===== config.mk =====
export PLATFORM = sky130hd
export DESIGN_NAME = cooler_pwm_driver
export DESIGN_NICKNAME = d
export VERILOG_FILES = /design/src/rtl/cooler_pkg.sv /design/src/rtl/pwm_timebase.sv /design/src/rtl/cooler_pwm_driver.sv
export SDC_FILE = /design/constraint.sdc
export NUM_CORES = 1
export LEC_CHECK = 0
export CAP_MARGIN = 10
export CORE_ASPECT_RATIO = 1.2
export CORE_MARGIN = 2
export CORE_UTILIZATION = 50
export DETAILED_ROUTE_END_ITERATION = 6
export PLACE_DENSITY = 0.68
export SLEW_MARGIN = 20
export SYNTH_ARGS = -nofsm -noshare
export SYNTH_HDL_FRONTEND = slang
export SYNTH_SLANG_ARGS = --single-unit

===== constraint.sdc =====
create_clock -name CLK -period 5.21 [get_ports CLK]
set_input_delay 1.563 -clock CLK [delete_from_list [all_inputs] [get_ports CLK]]
set_output_delay 1.563 -clock CLK [all_outputs]
set_load 0.03 [all_outputs]

===== src/rtl/cooler_pkg.sv =====
// Shared definitions for the cooler PWM driver: widths, FSM encoding and
// the duty clamp used when a period's accumulated correction is applied.
package cooler_pkg;

  localparam int PWM_W  = 8;   // PWM counter and duty width
  localparam int PEND_W = 9;   // signed pending-correction accumulator width
  localparam int MATH_W = 12;  // signed width for the duty update arithmetic

  typedef logic [1:0] state_t;

  localparam state_t ST_IDLE = 2'b00;
  localparam state_t ST_RAMP = 2'b01;
  localparam state_t ST_RUN  = 2'b10;

  // Clamp a signed update result into the legal duty window [0, hi].
  function automatic logic [PWM_W-1:0] clamp_duty(input logic signed [MATH_W-1:0] v,
                                                  input logic [PWM_W-1:0]         hi);
    logic signed [MATH_W-1:0] hi_s;
    hi_s = $signed({{(MATH_W-PWM_W){1'b0}}, hi});
    if (v[MATH_W-1])
      return '0;
    else if (v > hi_s)
      return hi;
    else
      return v[PWM_W-1:0];
  endfunction

endpackage


===== src/rtl/pwm_timebase.sv =====
// PWM timebase: a prescaler producing one count tick every PRESC clocks and
// an 8-bit PWM counter advanced on each tick. wrap marks the last tick of a
// PWM period, which is the only point where the applied duty may change.
module pwm_timebase
  import cooler_pkg::*;
#(
  parameter int PRESC = 78
) (
  input  logic             clk,
  input  logic             rst,
  input  logic             clear,
  output logic [PWM_W-1:0] pwm_cnt,
  output logic             tick,
  output logic             wrap
);

  localparam int             PS_W    = (PRESC > 1) ? $clog2(PRESC) : 1;
  localparam logic [PS_W-1:0] PS_LAST = PS_W'(PRESC - 1);

  logic [PS_W-1:0] presc;

  assign tick = (presc == PS_LAST);
  assign wrap = tick && (pwm_cnt == '1);

  // Prescaler and PWM counter; clear holds both at zero so a new ramp starts on a clean period.
  always_ff @(posedge clk or posedge rst) begin
    if (rst) begin
      presc   <= '0;
      pwm_cnt <= '0;
    end else if (clear) begin
      presc   <= '0;
      pwm_cnt <= '0;
    end else if (tick) begin
      presc   <= '0;
      pwm_cnt <= pwm_cnt + PWM_W'(1);
    end else begin
      presc   <= presc + PS_W'(1);
    end
  end

endmodule


===== src/rtl/cooler_pwm_driver.sv =====
// Cooler PWM driver: turns signed PID corrections into a glitch-free PWM
// drive. Corrections accumulate in a saturating pending register and are
// folded into the duty only at a period wrap. Enabling starts a soft-start
// ramp up to DUTY_INIT before closed-loop corrections are accepted.
module cooler_pwm_driver
  import cooler_pkg::*;
#(
  parameter int PRESC      = 78,
  parameter int DUTY_MAX   = 240,
  parameter int DUTY_INIT  = 64,
  parameter int STEP_SHIFT = 2
) (
  input  logic              CLK,
  input  logic              RST,
  input  logic              enable,
  input  logic signed [3:0] du_reg,
  input  logic              du_valid,
  output logic              pwm_out,
  output logic [PWM_W-1:0]  duty,
  output logic              sat_hi,
  output logic              sat_lo,
  output logic [1:0]        state
);

  generate
    if (DUTY_INIT > DUTY_MAX) begin : g_bad_duty_init
      $error("cooler_pwm_driver: DUTY_INIT must not exceed DUTY_MAX");
    end
    if (DUTY_MAX > 255) begin : g_bad_duty_max
      $error("cooler_pwm_driver: DUTY_MAX must fit in 8 bits");
    end
  endgenerate

  localparam logic [PWM_W-1:0]         DMAX8  = PWM_W'(DUTY_MAX);
  localparam logic [PWM_W-1:0]         DINIT8 = PWM_W'(DUTY_INIT);
  localparam logic signed [PEND_W:0]   P_MAX  = 10'sd255;
  localparam logic signed [PEND_W:0]   P_MIN  = -10'sd256;

  // Saturate the widened accumulator sum back into the pending range [-256, 255].
  function automatic logic signed [PEND_W-1:0] sat_pend(input logic signed [PEND_W:0] v);
    if (v > P_MAX)
      return 9'h0FF;
    else if (v < P_MIN)
      return 9'h100;
    else
      return v[PEND_W-1:0];
  endfunction

  logic [PWM_W-1:0]         duty_active;
  logic signed [PEND_W-1:0] pending;
  logic [PWM_W-1:0]         pwm_cnt;
  logic                     wrap;
  logic                     tick_unused;
  logic                     clear;

  logic signed [PEND_W:0]   pend_sum;
  logic signed [PEND_W-1:0] pend_next;
  logic signed [MATH_W-1:0] pend_ext;
  logic signed [MATH_W-1:0] duty_raw;
  logic signed [MATH_W-1:0] duty_max_s;
  logic [PWM_W-1:0]         duty_inc;

  // Counters run only while enabled and out of IDLE, so each ramp begins at count 0.
  assign clear = !enable || (state == ST_IDLE);

  pwm_timebase #(
    .PRESC (PRESC)
  ) u_timebase (
    .clk     (CLK),
    .rst     (RST),
    .clear   (clear),
    .pwm_cnt (pwm_cnt),
    .tick    (tick_unused),
    .wrap    (wrap)
  );

  // Next pending value (including a coincident strobe) and the candidate duty it would produce.
  always_comb begin
    pend_sum = {pending[PEND_W-1], pending};
    if (du_valid)
      pend_sum = pend_sum + $signed({{(PEND_W-3){du_reg[3]}}, du_reg});
    pend_next  = sat_pend(pend_sum);
    pend_ext   = {{(MATH_W-PEND_W){pend_next[PEND_W-1]}}, pend_next};
    duty_raw   = $signed({{(MATH_W-PWM_W){1'b0}}, duty_active}) + (pend_ext <<< STEP_SHIFT);
    duty_max_s = $signed({{(MATH_W-PWM_W){1'b0}}, DMAX8});
    duty_inc   = duty_active + PWM_W'(1);
  end

  // Mode FSM, pending accumulator and period-boundary duty update.
  always_ff @(posedge CLK or posedge RST) begin
    if (RST) begin
      state       <= ST_IDLE;
      duty_active <= '0;
      pending     <= '0;
      sat_hi      <= 1'b0;
      sat_lo      <= 1'b0;
    end else if (!enable) begin
      state       <= ST_IDLE;
      duty_active <= '0;
      pending     <= '0;
      sat_hi      <= 1'b0;
      sat_lo      <= 1'b0;
    end else begin
      case (state)
        ST_IDLE: begin
          state       <= ST_RAMP;
          duty_active <= '0;
          pending     <= '0;
          sat_hi      <= 1'b0;
          sat_lo      <= 1'b0;
        end
        ST_RAMP: begin
          // Corrections are meaningless until the soft start finishes.
          pending <= '0;
          sat_hi  <= 1'b0;
          sat_lo  <= 1'b0;
          if (wrap) begin
            if (duty_active < DINIT8)
              duty_active <= duty_inc;
            if (duty_inc >= DINIT8)
              state <= ST_RUN;
          end
        end
        ST_RUN: begin
          if (wrap) begin
            duty_active <= clamp_duty(duty_raw, DMAX8);
            sat_hi      <= (duty_raw > duty_max_s);
            sat_lo      <= duty_raw[MATH_W-1];
            pending     <= '0;
          end else if (du_valid) begin
            pending <= pend_next;
          end
        end
        default: begin
          state <= ST_IDLE;
        end
      endcase
    end
  end

  // Registered PWM compare; dropping enable forces the drive low on the very next cycle.
  always_ff @(posedge CLK or posedge RST) begin
    if (RST)
      pwm_out <= 1'b0;
    else
      pwm_out <= enable && (state != ST_IDLE) && (pwm_cnt < duty_active);
  end

  assign duty = duty_active;

endmodule


Word-level counts from Yosys, hierarchy flattened --
Cells that the tools add are included.
Word-level totals: register bits 37, bits in latches 0, RAM bits 0, ROM bits 0, input port bits 8, output and inout bits 13, memories 0
Cells by class: add/subtract/negate cells 5, multipliers 0, div/mod/pow operators 0, order comparisons 6, eq/ne operators 12, shift operators 0, muxes and demuxes 28, bitwise gates (word level) 0, reduce and logical (&&, ||, !) cells 13
Operator list (count):
- two-way mux 8 bit | 8
- two-way mux 9 bit | 5
- one-hot mux 8 bit (3 select lines) | 1
- one-hot mux 9 bit (2 select lines) | 1
- adder 8 x 1 -> 8 bit (second input constant) | 2
- two-way mux 7 bit | 2
- adder 9 x 11 -> 12 bit | 1
- greater-than comparator 12 x 9 -> 1 bit (second input constant) | 1
- adder 9 x 4 -> 10 bit | 1
- greater-than comparator 10 x 9 -> 1 bit (second input constant) | 1
- < comparator 10 x 9 -> 1 bit (second input constant) | 1
- two-way mux 10 bit | 1
- != test 3 x 2 -> 1 bit (second input constant) | 3
- equality test 8 bit (second input constant) | 1
- >= comparator 8 x 7 -> 1 bit (second input constant) | 1
- < comparator 8 x 7 -> 1 bit (second input constant) | 1
- < comparator 8 bit | 1
- adder 7 x 1 -> 7 bit (second input constant) | 1
- equality test 7 bit (second input constant) | 1
- two-way mux 2 bit | 3
- != test 3 bit (second input constant) | 2
- one-hot mux 2 bit (3 select lines) | 1
- two-way mux 1 bit | 4
- != test 4 x 1 -> 1 bit (second input constant) | 1
- 14 further kinds | 19

Logic depth before layout (Yosys ltp) --
depth after elaboration 12, mapped depth 19, gate-level depth less buffers 19

Modules after synthesis --
From an unflattened synthesis, not the netlist that was laid out.
Unflattened totals: cells, all modules 360, area, all modules 3219.3 um^2
Modules (own cells, without submodules):
- cooler_pwm_driver | times used 1, cells an instance 279, area each 2416.1 um^2, sequential area each 550.5 um^2
- pwm_timebase | times used 1, cells an instance 81, area each 803.3 um^2, sequential area each 375.4 um^2

Worst setup path after synthesis --
No wires, ideal clock.
path kind input -> register, from input du_reg[3], to register duty_active[0] (netlist: duty[0]), arrival 5.799 ns, path slack -0.714 ns, stages 17, path buffers 0, path through ha_1 a21o_1 a221o_1 a32oi_4 inv_1 maj3_1 mux2_2 ha_1 fa_1 a21o_1 a21oi_1 nor2_1 a211oi_1 nand3_1 o31ai_4 a31oi_2 mux2_4
On the way: word-level cells in the longest chain between the ends 12, elaborated cells on any way between the ends 13, those cells by class 2 x add/sub; 3 x order compare; 8 x mux
RTL lines:
- start, declared | RTL line cooler_pwm_driver.sv:16 | input logic signed [3:0] du_reg,
- adder 9 x 4 -> 10 bit * | RTL line cooler_pwm_driver.sv:81 | pend_sum = pend_sum + $signed({{(PEND_W-3){du_reg[3]}}, du_reg});
- two-way mux 10 bit * | RTL line cooler_pwm_driver.sv:80 | if (du_valid)
- < comparator 10 x 9 -> 1 bit | RTL line cooler_pwm_driver.sv:43 | else if (v < P_MIN)
- two-way mux 9 bit | RTL line cooler_pwm_driver.sv:43
- two-way mux 9 bit * | RTL line cooler_pwm_driver.sv:41 | if (v > P_MAX)
- adder 9 x 11 -> 12 bit * | RTL line cooler_pwm_driver.sv:84 | duty_raw = $signed({{(MATH_W-PWM_W){1'b0}}, duty_active}) + (pend_ext <<< STEP_SHIFT);
- greater-than comparator 12 x 9 -> 1 bit | RTL line cooler_pkg.sv:22 | else if (v > hi_s)
- two-way mux 8 bit | RTL line cooler_pkg.sv:22
- two-way mux 8 bit * | RTL line cooler_pkg.sv:20 | if (v[MATH_W-1])
- two-way mux 8 bit * | RTL line cooler_pwm_driver.sv:125 | if (wrap) begin
- one-hot mux 8 bit (3 select lines) * | RTL line cooler_pwm_driver.sv:104 | case (state)
- two-way mux 8 bit * | RTL line cooler_pwm_driver.sv:97 | end else if (!enable) begin
- end signal, assigned | RTL line cooler_pwm_driver.sv:119 | duty_active <= duty_inc;
- end signal, assigned | RTL line cooler_pwm_driver.sv:126 | duty_active <= clamp_duty(duty_raw, DMAX8);
- end, declared | RTL line cooler_pwm_driver.sv:49 | logic [PWM_W-1:0] duty_active;
Every way passes the cells marked *; elsewhere a longest branch is shown, timed or not. The select of a mux whose other input is x is not followed. A chain may end at the register's enable or synchronous reset.

Worst setup path in the final report --
Same ends and word-level chain as after synthesis.

==> out/qor.txt <==
Status -> completed
Final min period -> 5.118 ns
CTS max path bufs -> 2
Vias/cell -> 5.590
Final-layout fill cell count -> 492
IO Count -> 21
Vias -> 2784
Transition time of the tightest slew-check pin -> 0.7101 ns
Core ar. -> 5934 µm²
Clock slew at reported path FFs -> 0.07 ns
Post-synthesis instance area -> 3022 µm²
Max-slew violations -> 0
Seq/Total Area, Yosys -> 0.3064
Ys async rst share -> 1.000
Pre-CTS WS -> -0.8359 ns
Most common library cells after synthesis -> 37 x dfrtp_1, 32 x ha_1, 32 x nand2_1, 29 x nor2_1
Post-synth top area share -> 0.3064
Maximum achievable frequency -> 195.4 MHz
Total power -> 0.001024 W
Max FO, Critical Path -> 5
Mapped Nets -> 375
Hold buffer count at cts -> 0
Final net count -> 457
Cell depth of the worst setup path -> 18
First-pass GRT wire length -> 12580 µm
Unrepaired setup endpoints after global routing -> yes
Reg2reg start -> pending[1]
Largest net degree at the start of global routing -> 30
Synthesized instance count -> 333
DP HPWL -> 6057 µm
Synth top area cells -> dfrtp_1 31%, ha_1 13%, nand2_1 4.0%
Layout area overhead -> 38.22%
Clock sink total -> 37
Cell area power density -> 245.2 nW/µm²
CP Capture Point -> duty[0]
Worst R2R Setup Slack -> 0.98 ns
FP Rows -> 31
Overall overflow remaining after global route -> 0
CTS tree -> yes
Die H -> 89.16 µm
Wire per inst -> 15.49 µm
Worst path arrival time -> 5.29 ns
Post-synth EDFFs -> 0
Final core area utilization -> 0.7038
Crit Path Class -> in2reg
Routed Antenna Nets -> 0
Root Buffer Master -> clkbuf_8
Yosys cell types -> 58
R2R cell count -> 17
Port bufs -> 20
Synth area leader -> dfrtp_1
Crit-path cells -> buf_8 -> ha_4 -> and3_4 -> a221o_1 -> a32oi_4 -> inv_2 -> maj3_2 -> mux2_4 -> ha_4 -> fa_2 -> a21o_1 -> a21oi_2 -> nor2_2 -> a211oi_2 -> buf_4 -> o31ai_4 -> a31oi_4 -> mux2_4
Post-Place Cell Area -> 3810 µm²
Initial antenna violation count -> 0
CP max stage delay -> 0.38 ns
GRT Total Usage -> 0.2423
Share of cells above drive strength 1 -> 0.3101
Crit start category -> input pin
DRC -> 0
Main synth FF type -> dfrtp_1
Crit path max-delay family -> compound AO/OA/AOI/OAI gates
Post-route cell area -> 4177 µm²
Ant. Diodes -> 0
Worst setup path startpoint -> du_reg[3]
DRT iter0 DRCs -> 68
Worst skew pair latency -> 0.29 ns
Reg-to-reg endpoint -> duty[0]
Initial Util -> 0.5092
Syn avg cell area -> 9.074 µm²
Num CTS Buffers -> 5
GP Congestion -> 0.8844
Max_cap viols -> 0
Final WL -> 7713 µm
Detailed Routing Iterations Pass 1 -> 4
Vias in the first global route -> 2826
CP Buf/Inv Count -> 3
Setup crit end kind -> flop
DIE AREA -> 6684 µm²
H-tree levels -> 2
Final hold violations -> 0
Setup WS post-layout -> 0.09204 ns
Hold WC Path Type -> reg2reg
DIE WIDTH -> 74.97 µm
Endpoints failing setup -> 0
Synth warn -> 0
Final TNS setup -> 0 ns
Most frequent cell after synthesis -> dfrtp_1
FF+latch count, synth -> 37
Peak supply drop -> 0.1866 mV
Clk_skew -> 0.007023 ns
Slowest cell on crit path -> a221o_1
Required @ worst endpoint -> 5.39 ns
Slew margin rel. -> 0.5266
Pleak -> 1.846 nW
Final worst path period share -> 0.9823
-- area by class of cell --
| type | count | area [µm²] | area share |
|---|---|---|---|
| clock buffer | 5 | 68.82 | 0.01648 |
| clock inverter | 3 | 17.52 | 0.004194 |
| inverter | 17 | 63.81 | 0.01528 |
| multi-input combinational | 271 | 2307 | 0.5524 |
| sequential | 37 | 925.9 | 0.2217 |
| tap | 82 | 102.6 | 0.02457 |
| timing repair buffer | 83 | 690.7 | 0.1654 |
-- how the worst min path moves through the flow --
stage	endpoint	from	depth (start not counted)	slack (ns)
floorplan	u_timebase.presc[0]	u_timebase.presc[0]	1	0.45
global placement	u_timebase.presc[0]	u_timebase.presc[0]	1	0.48
detailed placement	u_timebase.presc[0]	u_timebase.presc[0]	1	0.49
CTS	u_timebase.presc[0]	u_timebase.presc[0]	1	0.50
global route	u_timebase.presc[0]	u_timebase.presc[0]	1	0.52
finish	u_timebase.presc[0]	u_timebase.presc[0]	1	0.50
-- state kept, by name, summed over array words and instances, names as in the netlist --
signal / count
sat_hi: 1
u_timebase.presc: 7
pwm_out: 1
duty: 8
pending: 9
u_timebase.pwm_cnt: 8
sat_lo: 1
state: 2
-- layer usage --
metal / GRT usage / vias up / wire length (µm)
li1: - / 1396 / -
met1: 0.2647 / 1344 / 3057
met2: 0.4761 / 32 / 4386
met3: 0.02818 / 12 / 115
met4: 0.07305 / 0 / 154
met5: 0 / - / 0
-- layout by cell type, fill, tap and decap left out, types with 9 or more instances in the layout --
master           instances
buf_4                   59
dfrtp_1                 37
nand2_1                 31
nor2_1                  25
ha_1                    20
clkdlybuf4s50_1         16
inv_1                   15
o21ai_0                 14
a21oi_1                 12
ha_4                    12
a21o_1                  10
xnor2_1                 10
and3_1                   9
-- cells by family (layout without fill, tap and decap cells) --
family,count (synthesis),in the layout,synth area share
AOI/OAI and AO/OA,92,92,0.2344
adders and majority gates,37,37,0.1557
and+or+nand+nor,115,115,0.1867
xor gates and xnor gates,19,19,0.05507
muxes,8,8,0.02940
buffers and inverters,25,108,0.03230
DFF,37,37,0.3064
-- report_power, final --
| group | internal [W] | switching (W) | total (W) |
|---|---|---|---|
| Clock | 0.0000924 | 0.000106 | 0.000199 |
| Sequential | 0.000306 | 0.0000253 | 0.000331 |
| Combinational | 0.000225 | 0.000269 | 0.000494 |
-- stage by stage --
step                hold WS [ns]  std cells
CTS                       0.4967        495
global route              0.5164        498
floorplan                 0.4535        333
detailed placement        0.4856        481
finish                    0.4954        498
global placement          0.4829        481
-- worst reg2reg max path: cells and delay by family, from the launching register on --
kind	cells	cell delay [ns]
AND/OR/NAND/NOR	1	0.06
AO/OA/AOI/OAI	8	1.66
flip-flops	1	0.46
adder cells (fa/ha/maj)	4	1.11
buffers and inverters	2	0.23
multiplexers	2	0.59
-- repair_timing --
item                                    4_1_cts  5_1_grt
buffers inserted                              6        3
resized for setup                            29       25
endpoints found under the setup margin       10        9
pin swaps                                    19       22
No activity file was read; power rests on OpenSTA's default activity.
